==> config.mk <==
export PLATFORM = sky130hd
export DESIGN_NAME = posit_encoder
export DESIGN_NICKNAME = d
export VERILOG_FILES = /design/src/rtl/posit_encoder.sv
export SDC_FILE = /design/constraint.sdc
export NUM_CORES = 1
export LEC_CHECK = 0
export CAP_MARGIN = 10
export CORE_UTILIZATION = 58
export DETAILED_ROUTE_END_ITERATION = 10
export PLACE_DENSITY = 0.81
export REMOVE_ABC_BUFFERS = 1
export SETUP_SLACK_MARGIN = 0.3
export SLEW_MARGIN = 20
export SYNTH_ARGS = -nofsm -noshare
export SYNTH_HDL_FRONTEND = slang
export SYNTH_SLANG_ARGS = --single-unit
==> constraint.sdc <==
create_clock -name clk -period 3.5 [get_ports clk]
set_input_delay 0.525 -clock clk [delete_from_list [all_inputs] [get_ports clk]]
set_output_delay 0.525 -clock clk [all_outputs]
set_load 0.01 [all_outputs]
==> src/rtl/posit_encoder.sv <==
// Posit multiplier stage 5: packs sign/scale/fraction into an N-bit posit with saturation and negation.
// Define POSIT_ENCODER_RNE_EN for round-to-nearest-even; otherwise the ROUND stage truncates.
module posit_encoder #(
    parameter int N       = 16,
    parameter int ES      = 1,
    parameter int FRAC_W  = 16,
    parameter int SCALE_W = 8
) (
    input  logic               clk,
    input  logic               rst_n,
    input  logic               encoder_start,
    input  logic               is_zero,
    input  logic               is_nar,
    input  logic               sign_in,
    input  logic [SCALE_W-1:0] scale_in,
    input  logic [FRAC_W-1:0]  frac_in,
    input  logic               sticky_in,
    output logic [N-1:0]       posit_out,
    output logic               encode_done,
    output logic               busy,
    output logic               start_overrun
);

    localparam int BW = ES + FRAC_W;
    localparam int LW = BW + N - 1;

    typedef enum logic [1:0] {IDLE, SPECIAL, PACK, ROUND} state_t;

    state_t                     state_q, state_d;
    logic                       sign_q;
    logic signed [SCALE_W-1:0]  scale_q;
    logic [FRAC_W-1:0]          frac_q;
    logic                       stin_q;
    logic [N-2:0]               mag_q, mag_d;
    logic                       guard_q, guard_d;
    logic                       sticky_q, sticky_d;
    logic [N-1:0]               posit_q, posit_d;
    logic                       done_q;
    logic                       overrun_q;

    logic [BW-1:0]              body_s;
    logic signed [SCALE_W-1:0]  k_s;
    int                         k_int;
    int                         rlen;
    logic [LW-1:0]              str_s;
    logic                       inc_s;
    logic [N-1:0]               sum_s;
    logic [N-1:0]               rmag_s;

    generate
        if (ES > 0) begin : g_exp
            assign body_s = {scale_q[ES-1:0], frac_q};
        end else begin : g_noexp
            assign body_s = frac_q;
        end
    endgenerate

    // State register
    always_ff @(posedge clk or negedge rst_n) begin
        if (!rst_n) begin
            state_q <= IDLE;
        end else begin
            state_q <= state_d;
        end
    end

    // Next-state logic; specials finish in one cycle, normal encodes walk PACK then ROUND
    always_comb begin
        state_d = state_q;
        case (state_q)
            IDLE: begin
                if (encoder_start) begin
                    state_d = (is_nar | is_zero) ? SPECIAL : PACK;
                end else begin
                    state_d = IDLE;
                end
            end
            SPECIAL: state_d = IDLE;
            PACK:    state_d = ROUND;
            ROUND:   state_d = IDLE;
            default: state_d = IDLE;
        endcase
    end

    // Output decode
    always_comb begin
        busy = (state_q != IDLE);
    end

    // PACK: regime/exponent/fraction string, split into kept magnitude, guard and sticky
    always_comb begin
        k_s      = scale_q >>> ES;
        k_int    = int'(k_s);
        rlen     = 0;
        str_s    = '0;
        mag_d    = '0;
        guard_d  = 1'b0;
        sticky_d = 1'b0;
        if (k_int >= N - 2) begin
            mag_d = {(N-1){1'b1}};
        end else if (k_int <= -(N - 1)) begin
            mag_d = {{(N-2){1'b0}}, 1'b1};
        end else begin
            if (k_int >= 0) begin
                rlen  = k_int + 2;
                str_s = ({body_s, {(N-1){1'b0}}} >> rlen) | ~({LW{1'b1}} >> (k_int + 1));
            end else begin
                rlen  = 1 - k_int;
                str_s = ({body_s, {(N-1){1'b0}}} >> rlen) | ({{(LW-1){1'b0}}, 1'b1} << (LW - rlen));
            end
            mag_d    = str_s[LW-1 -: N-1];
            guard_d  = str_s[LW-N];
            sticky_d = (|str_s[LW-N-1:0]) | stin_q;
        end
    end

    // ROUND: optional RNE increment, clamp a carry-out back to maxpos, then apply sign
    always_comb begin
`ifdef POSIT_ENCODER_RNE_EN
        inc_s = guard_q & (sticky_q | mag_q[0]);
`else
        inc_s = 1'b0;
`endif
        sum_s = {1'b0, mag_q} + {{(N-1){1'b0}}, inc_s};
        if (sum_s[N-1]) begin
            rmag_s = {1'b0, {(N-1){1'b1}}};
        end else begin
            rmag_s = sum_s;
        end
        if (sign_q) begin
            posit_d = ~rmag_s + {{(N-1){1'b0}}, 1'b1};
        end else begin
            posit_d = rmag_s;
        end
    end

`ifndef POSIT_ENCODER_RNE_EN
    logic unused_round_s;
    assign unused_round_s = guard_q ^ sticky_q;
`endif

    // Datapath registers: input capture, pack results, output word and handshake pulses
    always_ff @(posedge clk or negedge rst_n) begin
        if (!rst_n) begin
            sign_q    <= 1'b0;
            scale_q   <= '0;
            frac_q    <= '0;
            stin_q    <= 1'b0;
            mag_q     <= '0;
            guard_q   <= 1'b0;
            sticky_q  <= 1'b0;
            posit_q   <= '0;
            done_q    <= 1'b0;
            overrun_q <= 1'b0;
        end else begin
            done_q    <= 1'b0;
            overrun_q <= encoder_start & (state_q != IDLE);
            case (state_q)
                IDLE: begin
                    if (encoder_start) begin
                        sign_q  <= sign_in;
                        scale_q <= scale_in;
                        frac_q  <= frac_in;
                        stin_q  <= sticky_in;
                        if (is_nar | is_zero) begin
                            posit_q <= is_nar ? {1'b1, {(N-1){1'b0}}} : {N{1'b0}};
                            done_q  <= 1'b1;
                        end else begin
                            posit_q <= posit_q;
                        end
                    end else begin
                        posit_q <= posit_q;
                    end
                end
                PACK: begin
                    mag_q    <= mag_d;
                    guard_q  <= guard_d;
                    sticky_q <= sticky_d;
                end
                ROUND: begin
                    posit_q <= posit_d;
                    done_q  <= 1'b1;
                end
                default: begin
                    posit_q <= posit_q;
                end
            endcase
        end
    end

    assign posit_out     = posit_q;
    assign encode_done   = done_q;
    assign start_overrun = overrun_q;

endmodule
==> results.yml <==
clock_tree:
  clkTransAtPathRegs_ps: 80
  cts_made_buffers: 9
  clockBufferDepth: 2
  clk-insertion-delay-late_ps: 360
  ctsHtreeMaxLevel: 3
  tritoncts: "yes"
  number_of_post_cts_setup_repair_buffers: 0
  root_buffer: "clkbuf_8"
  cts.sinks: 58
finish:
  multi_input_comb_area_mm2: 0.003293
  n_antenna_cell: 0
  fillCellCount: 679
  area.growth.synth_to_final_pct: 14.96
  fraction_of_layout_instances_using_a_drive_strength_above_1_pct: 16.94
  register_area_mm2: 0.001453
  finish.net_count: 657
  final_core_util_pct: 69.27
synthesis:
  number_of_standard_cells_after_synthesis: 579
  synth_edf_count: 0
  yosys.area.top_type_share_pct: 29.02
  ys_types: 71
  ys_async_sr_fraction_pct: 100.0
  synth_area_per_cell_um2: 8.637
  synth_top_family_by_area: "compound AO/OA/AOI/OAI gates"
  synth_xor_area_share_pct: 4.503
  synth_mux_area_share_pct: 15.96
  synth_sequential_area_ratio_pct: 29.02
  synth.area.top_cells: "dfrtp_1 29%, mux2_2 7.2%, o21ai_0 5.1%"
  synthAdderAreaFrac_pct: 2.752
  synth-warning-count: 0
  fraction_of_the_mapped_netlist_area_in_simple_logic_gates_pct: 19.96
  synth.largest_area_cell: "dfrtp_1"
  post_synthesis_instance_area_mm2: 0.005001
  ys_seq_elements: 58
  synth-compound-area-share_pct: 22.67
  synth_top_flop_cell: "dfrtp_1"
timing:
  setup-violations-final: 0
  final.setup.worst_slack_ps: 578.5
  clock-skew-final_ps: 14.61
  min_period_over_period_pct: 83.47
  post-route-min-period_ps: 2922
  slew-limit-headroom_pct: 38.68
  grt_setup_unrepaired: "false"
  worst-slew-pin-transition_ps: 919.8
  maximum_clock_rate_mhz: 342.3
  maxSlewViolCount: 0
  report.final.hold_viol_count: 0
  fin_setup_tns_ps: 0
floorplanning:
  floorplan.rows: 33
  die-height_um: 94.86
  floorplan.die.width_um: 94.86
  die_area_mm2: 0.008997
  fp.coreArea_mm2: 0.008299
  initial_utilization_pct: 60.26
  io_pins: 50
global_route:
  groute.usage.overall_pct: 32.05
  total_gr_overflow: 0
  grt_antenna_before_repair: 0
  grt_max_degree: 42
  grt_pass1_wl_um: 21640
  grt_pass1_vias: 4276
route:
  drt.antenna.violating_nets: 0
  dr_total_vias: 4620
  drc_marker_count_from_the_first_detailed_route_iteration: 351
  remaining_drc_errors: 0
  first_pass_iters: 5
  mean_routed_wirelength_per_cell_um: 18.82
  route.detailed.vias_per_inst: 6.372
  finalWirelength_um: 13650
placement:
  place_ws_ps: 614.1
  detailedPlacementHpwl_um: 10350
  numPortBuffers: 46
  gp_congestion: 0.9954
worst_hold_path:
  hold_class: "in -> async"
worst_setup_path:
  critPathArrivalTime_ps: 3140
  sort_of_element_at_the_end_of_the_critical_path: "flop"
  reg2reg_depth: 9
  startpoint_type: "flop"
  crit_required_ps: 3710
  worst-setup-path-type: "reg -> reg"
  cp_max_fo: 13
run:
  cap_violations: 0
pwr:
  ir_drop_mv: 0.4121
  power_density_mw_per_mm2: 652.6
  static-leakage-power_nw: 2.260
  total_design_power_w: 0.003752
run_status:
  status: "finished clean"
[worst paths after layout]
path                         startpoint            to  slack (ps)
hold reg to reg            posit_out[1]  posit_out[1]         480
min in group clk           posit_out[1]  posit_out[1]         480
hold / removal                    rst_n     mag_q[11]         300
max in group asynchronous         rst_n    scale_q[1]        2390
setup / recovery             scale_q[2]      mag_q[5]         580
setup reg to reg             scale_q[2]      mag_q[5]         580
[cells in the final DEF (no fill, tap or decap), drive strengths merged, types with 4 or more instances in the layout]
cell | netlist | routed
or3 | 8 | 8
xor2 | 18 | 18
clkinv | 0 | 4
clkbuf | 17 | 11
o41ai | 4 | 4
nand3 | 10 | 10
nor2b | 5 | 5
o21ai | 56 | 56
xnor2 | 6 | 6
mux4 | 11 | 11
nor2 | 51 | 51
nand2b | 9 | 9
o211ai | 5 | 5
inv | 13 | 13
clkdlybuf4s50 | 0 | 45
a21oi | 32 | 32
nand2 | 58 | 58
mux2 | 32 | 32
nor3 | 25 | 25
buf | 27 | 24
a221oi | 4 | 4
or2 | 6 | 6
o31a | 5 | 5
ha | 11 | 11
and2 | 5 | 5
nor4 | 7 | 7
dfrtp | 58 | 58
a2111oi | 8 | 8
and3 | 7 | 7
a211oi | 15 | 15
mux2i | 19 | 19
o31ai | 8 | 8
[worst max-delay path: stages, from the launching register on]
cell,delay [ps]
dfrtp_1,460
inv_1,110
ha_1,410
nor3b_4,320
xor2_1,370
nor4b_4,80
o21ai_2,240
a21oi_4,130
a2111oi_2,560
a211oi_2,90
[power breakdown]
group	total (W)	internal, W	switching [W]
combinational	0.00200	0.000854	0.00114
clock	0.000654	0.000346	0.000308
sequential	0.00110	0.000841	0.000260
[synth_stat cells (3+ instances only)]
library cell  number
dfrtp_1           58
or2_2              5
o41ai_1            4
a2111oi_2          3
nor2_1            51
xnor2_1            5
a221oi_1           3
nand3_1           10
ha_1              11
a2111oi_0          5
mux4_2            11
or3_1              8
nor2b_1            5
o31a_1             5
and3_1             7
nor3_1            22
inv_1             13
mux2i_1           19
nand2_1           58
o211ai_1           5
clkbuf_1          17
a211oi_1          14
o21ai_1            3
a21oi_1           30
buf_1              5
nor3_2             3
o31ai_1            8
xor2_1            17
nand2b_1           9
o21ai_0           51
buf_2             19
nor4_1             7
a32oi_1            3
and2_1             5
a31oi_1            3
mux2_2            32
[state kept, by name (all words and copies together), names as in the netlist]
signal / count
frac_q: 14
mag_q: 15
state_q: 2
encode_done: 1
start_overrun: 1
posit_out: 16
scale_q: 8
sign_q: 1
[through the flow]
step,hold WS (ps),std cells,area [µm²]
global placement,460.9,709,5554
finish,304.0,725,5749
global route,389.1,725,5749
detailed placement,469.7,709,5554
floorplan,229.4,535,4793
CTS,334.9,725,5749
[layout make-up]
class	count	area share, %
tap	105	2.285
sequential	58	25.27
clock inverter	5	0.9358
clock buffer	11	2.459
timing repair buffer	69	10.92
inverter	13	0.8487
multi-input combinational	464	57.28
[what timing repair did]
action                     in CTS  in global routing
hold buffers                    0                  0
setup endpoints to repair       0                  1
gates resized for setup         0                  1
[layer usage]
layer,up-vias,track usage [%],routed length (µm)
met1,2174,40.12,5659
met3,32,4.428,871
met5,-,0,0
met4,0,15.40,497
met2,201,54.14,6616
li1,2213,-,-
[cell families after synthesis]
group,Yosys count
AO/OA/AOI/OAI,166
XOR/XNOR,24
adder cells (fa/ha/maj),11
buffers and inverters,57
flip-flops,58
multiplexers,62
AND/OR/NAND/NOR,201
Note: power is estimated with default switching activity, not from simulation.
==> patch (same settings) <==
The option `POSIT_ENCODER_RNE_EN` is turned on by a define.
--- a/src/rtl/posit_encoder.sv
+++ b/src/rtl/posit_encoder.sv
@@ -1,5 +1,7 @@
 // Posit multiplier stage 5: packs sign/scale/fraction into an N-bit posit with saturation and negation.
 // Define POSIT_ENCODER_RNE_EN for round-to-nearest-even; otherwise the ROUND stage truncates.
+`define POSIT_ENCODER_RNE_EN
+
 module posit_encoder #(
     parameter int N       = 16,
     parameter int ES      = 1,
Check against the original RTL: not equivalent (Yosys sat finds a counterexample within 4 cycles, from zero or initial values and one cycle with rst_n low).
==> patch against the unedited design <==
- wire length rose by 61%
- critical path depth rose by 1
- sequential cell count increased by 5
- clock skew is 0.0065 ns lower
- maximum frequency down 6.2%
- sequential share of layout area is 4.5 points lower
- count of clock-buffer cells in the layout down 1
- area after synthesis grew 33%
- worst setup slack worse by 0.19 ns
- total power increased by 59%
- final area rose by 32%
- final cell count increased by 32%
- core utilization fell by 0.22 points
- critical path type unchanged
- critical endpoint is now sticky_q$_DFFE_PN0P_
==> patch: results (changes against the unedited design) <==
## CTS
• 0.35 ns — clock insertion delay at the later pin of the skew report
• 9 — number of buffers inserted during clock tree synthesis, unchanged
• 3 — H-tree Lvls, unchanged
• 2 — maximum clock path buffer count, unchanged
• 0.06 ns — clock slew seen by the registers of the worst setup and hold paths, -0.02 ns
• sky130_fd_sc_hd__clkbuf_16 — Clk Tree Root Cell

## Critical path
• 3.33 ns — data arrival at the endpoint of the critical path, +0.19 ns
• compound AO/OA/AOI/OAI gates — cell family contributing the most delay on the critical path
• 10 — length in cells of the worst reg-to-reg path, +1
• 0.45 ns — CP peak stage delay, -0.11 ns
• sky130_fd_sc_hd__ha_2 — cell with the biggest individual delay on the critical path
• 0.39 ns — flop2flop setup slack, -0.19 ns
• 18 — largest driver fanout on the critical path, +5

## Global route
• 0.566 — met2 demand-to-capacity share in global routing, +0.0247
• 6338 — vias in the first global route, +48%
• 76 — maximum number of pins on one net before global-route repair, +81%
• 0.381 — global-route total usage across every layer, +0.0606
• 0 — initial antenna violation count, unchanged
• 34300 microns — wire length of the first global-routing pass, +59%
• 0.0729 — met3 usage in global routing, +0.0286
• 0.537 — GR Layer Usage met1, +0.136

## Place
• 49 — number of I/O port buffers, +6.5%
• 15900 microns — dpl hpwl, +54%
• 1.03 — routability-driven placement congestion ratio, +3.2%
• 0.315 ns — pre-CTS setup slack, -0.299 ns

## Power and ir drop
• 0.000727 V — worst ir drop on vdd, +76%
• 2.98 nW — static leakage, +32%

## Finish
• 0.156 — share of final-layout standard cells stronger than drive strength 1, -0.0129
• 871 — Layout fillers, +28%
• 857 — number of nets at the end of the flow, +30%
• 0 — final antenna diode count, unchanged

## Routing
• 7.19 — number of vias per cell after detailed routing, +13%
• 5 — first-pass iteration count of the detailed router, unchanged
• 22000 microns — aggregate routed wire length, +61%
• 983 — detailed router's first-iteration violation count, +180%

## Timing
• 0.356 — Max-Slew Margin vs Limit, -0.0311
• 0.385 ns — least setup slack across all paths after layout, -0.193 ns
• 0.161 ns — worst hold margin, -0.143 ns
• 0.00815 ns — final setup skew, -0.00646 ns

## Yosys
• sky130_fd_sc_hd__nand2_1 (92), sky130_fd_sc_hd__nor2_1 (65), sky130_fd_sc_hd__dfrtp_1 (63), sky130_fd_sc_hd__a21oi_1 (49), sky130_fd_sc_hd__clkbuf_1 (42) — top cells by count, synth
• sky130_fd_sc_hd__dfrtp_1 — cell type with the highest aggregate area in the netlist
• 0.237 — post-synthesis sequential area ratio, -0.0537
• 78 — Synth cell types, +9.9%
• 0.237 — area share of the largest cell type after synthesis, -0.0537
• 1.00 — share of async-settable or async-resettable flops after synthesis, unchanged
• sky130_fd_sc_hd__dfrtp_1 (24%), sky130_fd_sc_hd__mux2_2 (6.8%), sky130_fd_sc_hd__nand2_1 (5.2%) — ranking of synthesized cells by area
• 0 — synth warn, unchanged

## Worst hold path
• in -> async — worst min path class

## Run status
• finished, final reports clean — outcome

==> patch: worst paths after layout <==
| kind | startpoint | to |
|---|---|---|
| worst min register to register | posit_out[0]$_DFFE_PN0P_ | posit_out[0]$_DFFE_PN0P_ |
| min in group clk | posit_out[0]$_DFFE_PN0P_ | posit_out[0]$_DFFE_PN0P_ |
| worst max-delay path | scale_q[2]$_DFFE_PN0P_ | sticky_q$_DFFE_PN0P_ |
| worst min-delay path | rst_n | frac_q[15]$_DFFE_PN0P_ |
| worst max register to register | scale_q[2]$_DFFE_PN0P_ | sticky_q$_DFFE_PN0P_ |
| max in group asynchronous | rst_n | mag_q[5]$_DFFE_PN0P_ |
==> patch: final cells by class <==
cell class                 count  area (sq um)  area share
tap                          140           175      0.0230
sequential                    63          1580       0.207
timing repair buffer          78           727      0.0954
inverter                      16          60.1     0.00788
clock buffer                  10           239      0.0314
clock inverter                 6          92.6      0.0122
multi-input combinational    645          4740       0.623
==> patch: logic make-up after synthesis <==
| kind of cell | Yosys count | share of synthesized area |
|---|---|---|
| buf+inv | 86 | 0.0586 |
| flops | 63 | 0.237 |
| mux | 94 | 0.190 |
| simple gates | 282 | 0.213 |
| compound gates | 227 | 0.236 |
| fa+ha+maj | 13 | 0.0244 |
| xor+xnor | 29 | 0.0415 |
==> patch: timing repair <==
item | in CTS | in global routing
setup buffers | 0 | 3
setup endpoints to repair | 0 | 11
gates resized for setup | 0 | 11
==> patch: worst register-to-register path: cells and delay by family (launching register included) <==
| kind | cells | cell delay [ns] |
|---|---|---|
| AO/OA/AOI/OAI | 4 | 0.83 |
| adder cells (fa/ha/maj) | 1 | 0.45 |
| buffers and inverters | 3 | 0.55 |
| flip-flops | 1 | 0.39 |
| multiplexers | 1 | 0.35 |
| AND/OR/NAND/NOR | 1 | 0.40 |
==> patch: stage by stage <==
stage          total power (W)  std cells  cell area [sq um]  utilization
2_1_floorplan          0.00365        724               6330            -
3_3_place_gp           0.00469        939               7210        0.653
3_5_place_dp           0.00474        939               7210        0.653
4_1_cts                0.00579        955               7540        0.683
5_1_grt                0.00630        958               7620        0.691
6_report               0.00598        958               7620        0.691
==> patch: power breakdown <==
part           total, W  switching [W]  internal [W]  leakage, nW
logic           0.00360        0.00211       0.00149         2.05
clock network   0.00102       0.000375      0.000646        0.155
registers       0.00136       0.000439      0.000921        0.775
==> patch: layer usage <==
metal | wire length (microns) | share of wire
met5 | 0 | 0
met2 | 9740 | 0.44
met1 | 8960 | 0.41
met4 | 824 | 0.037
met3 | 2500 | 0.11
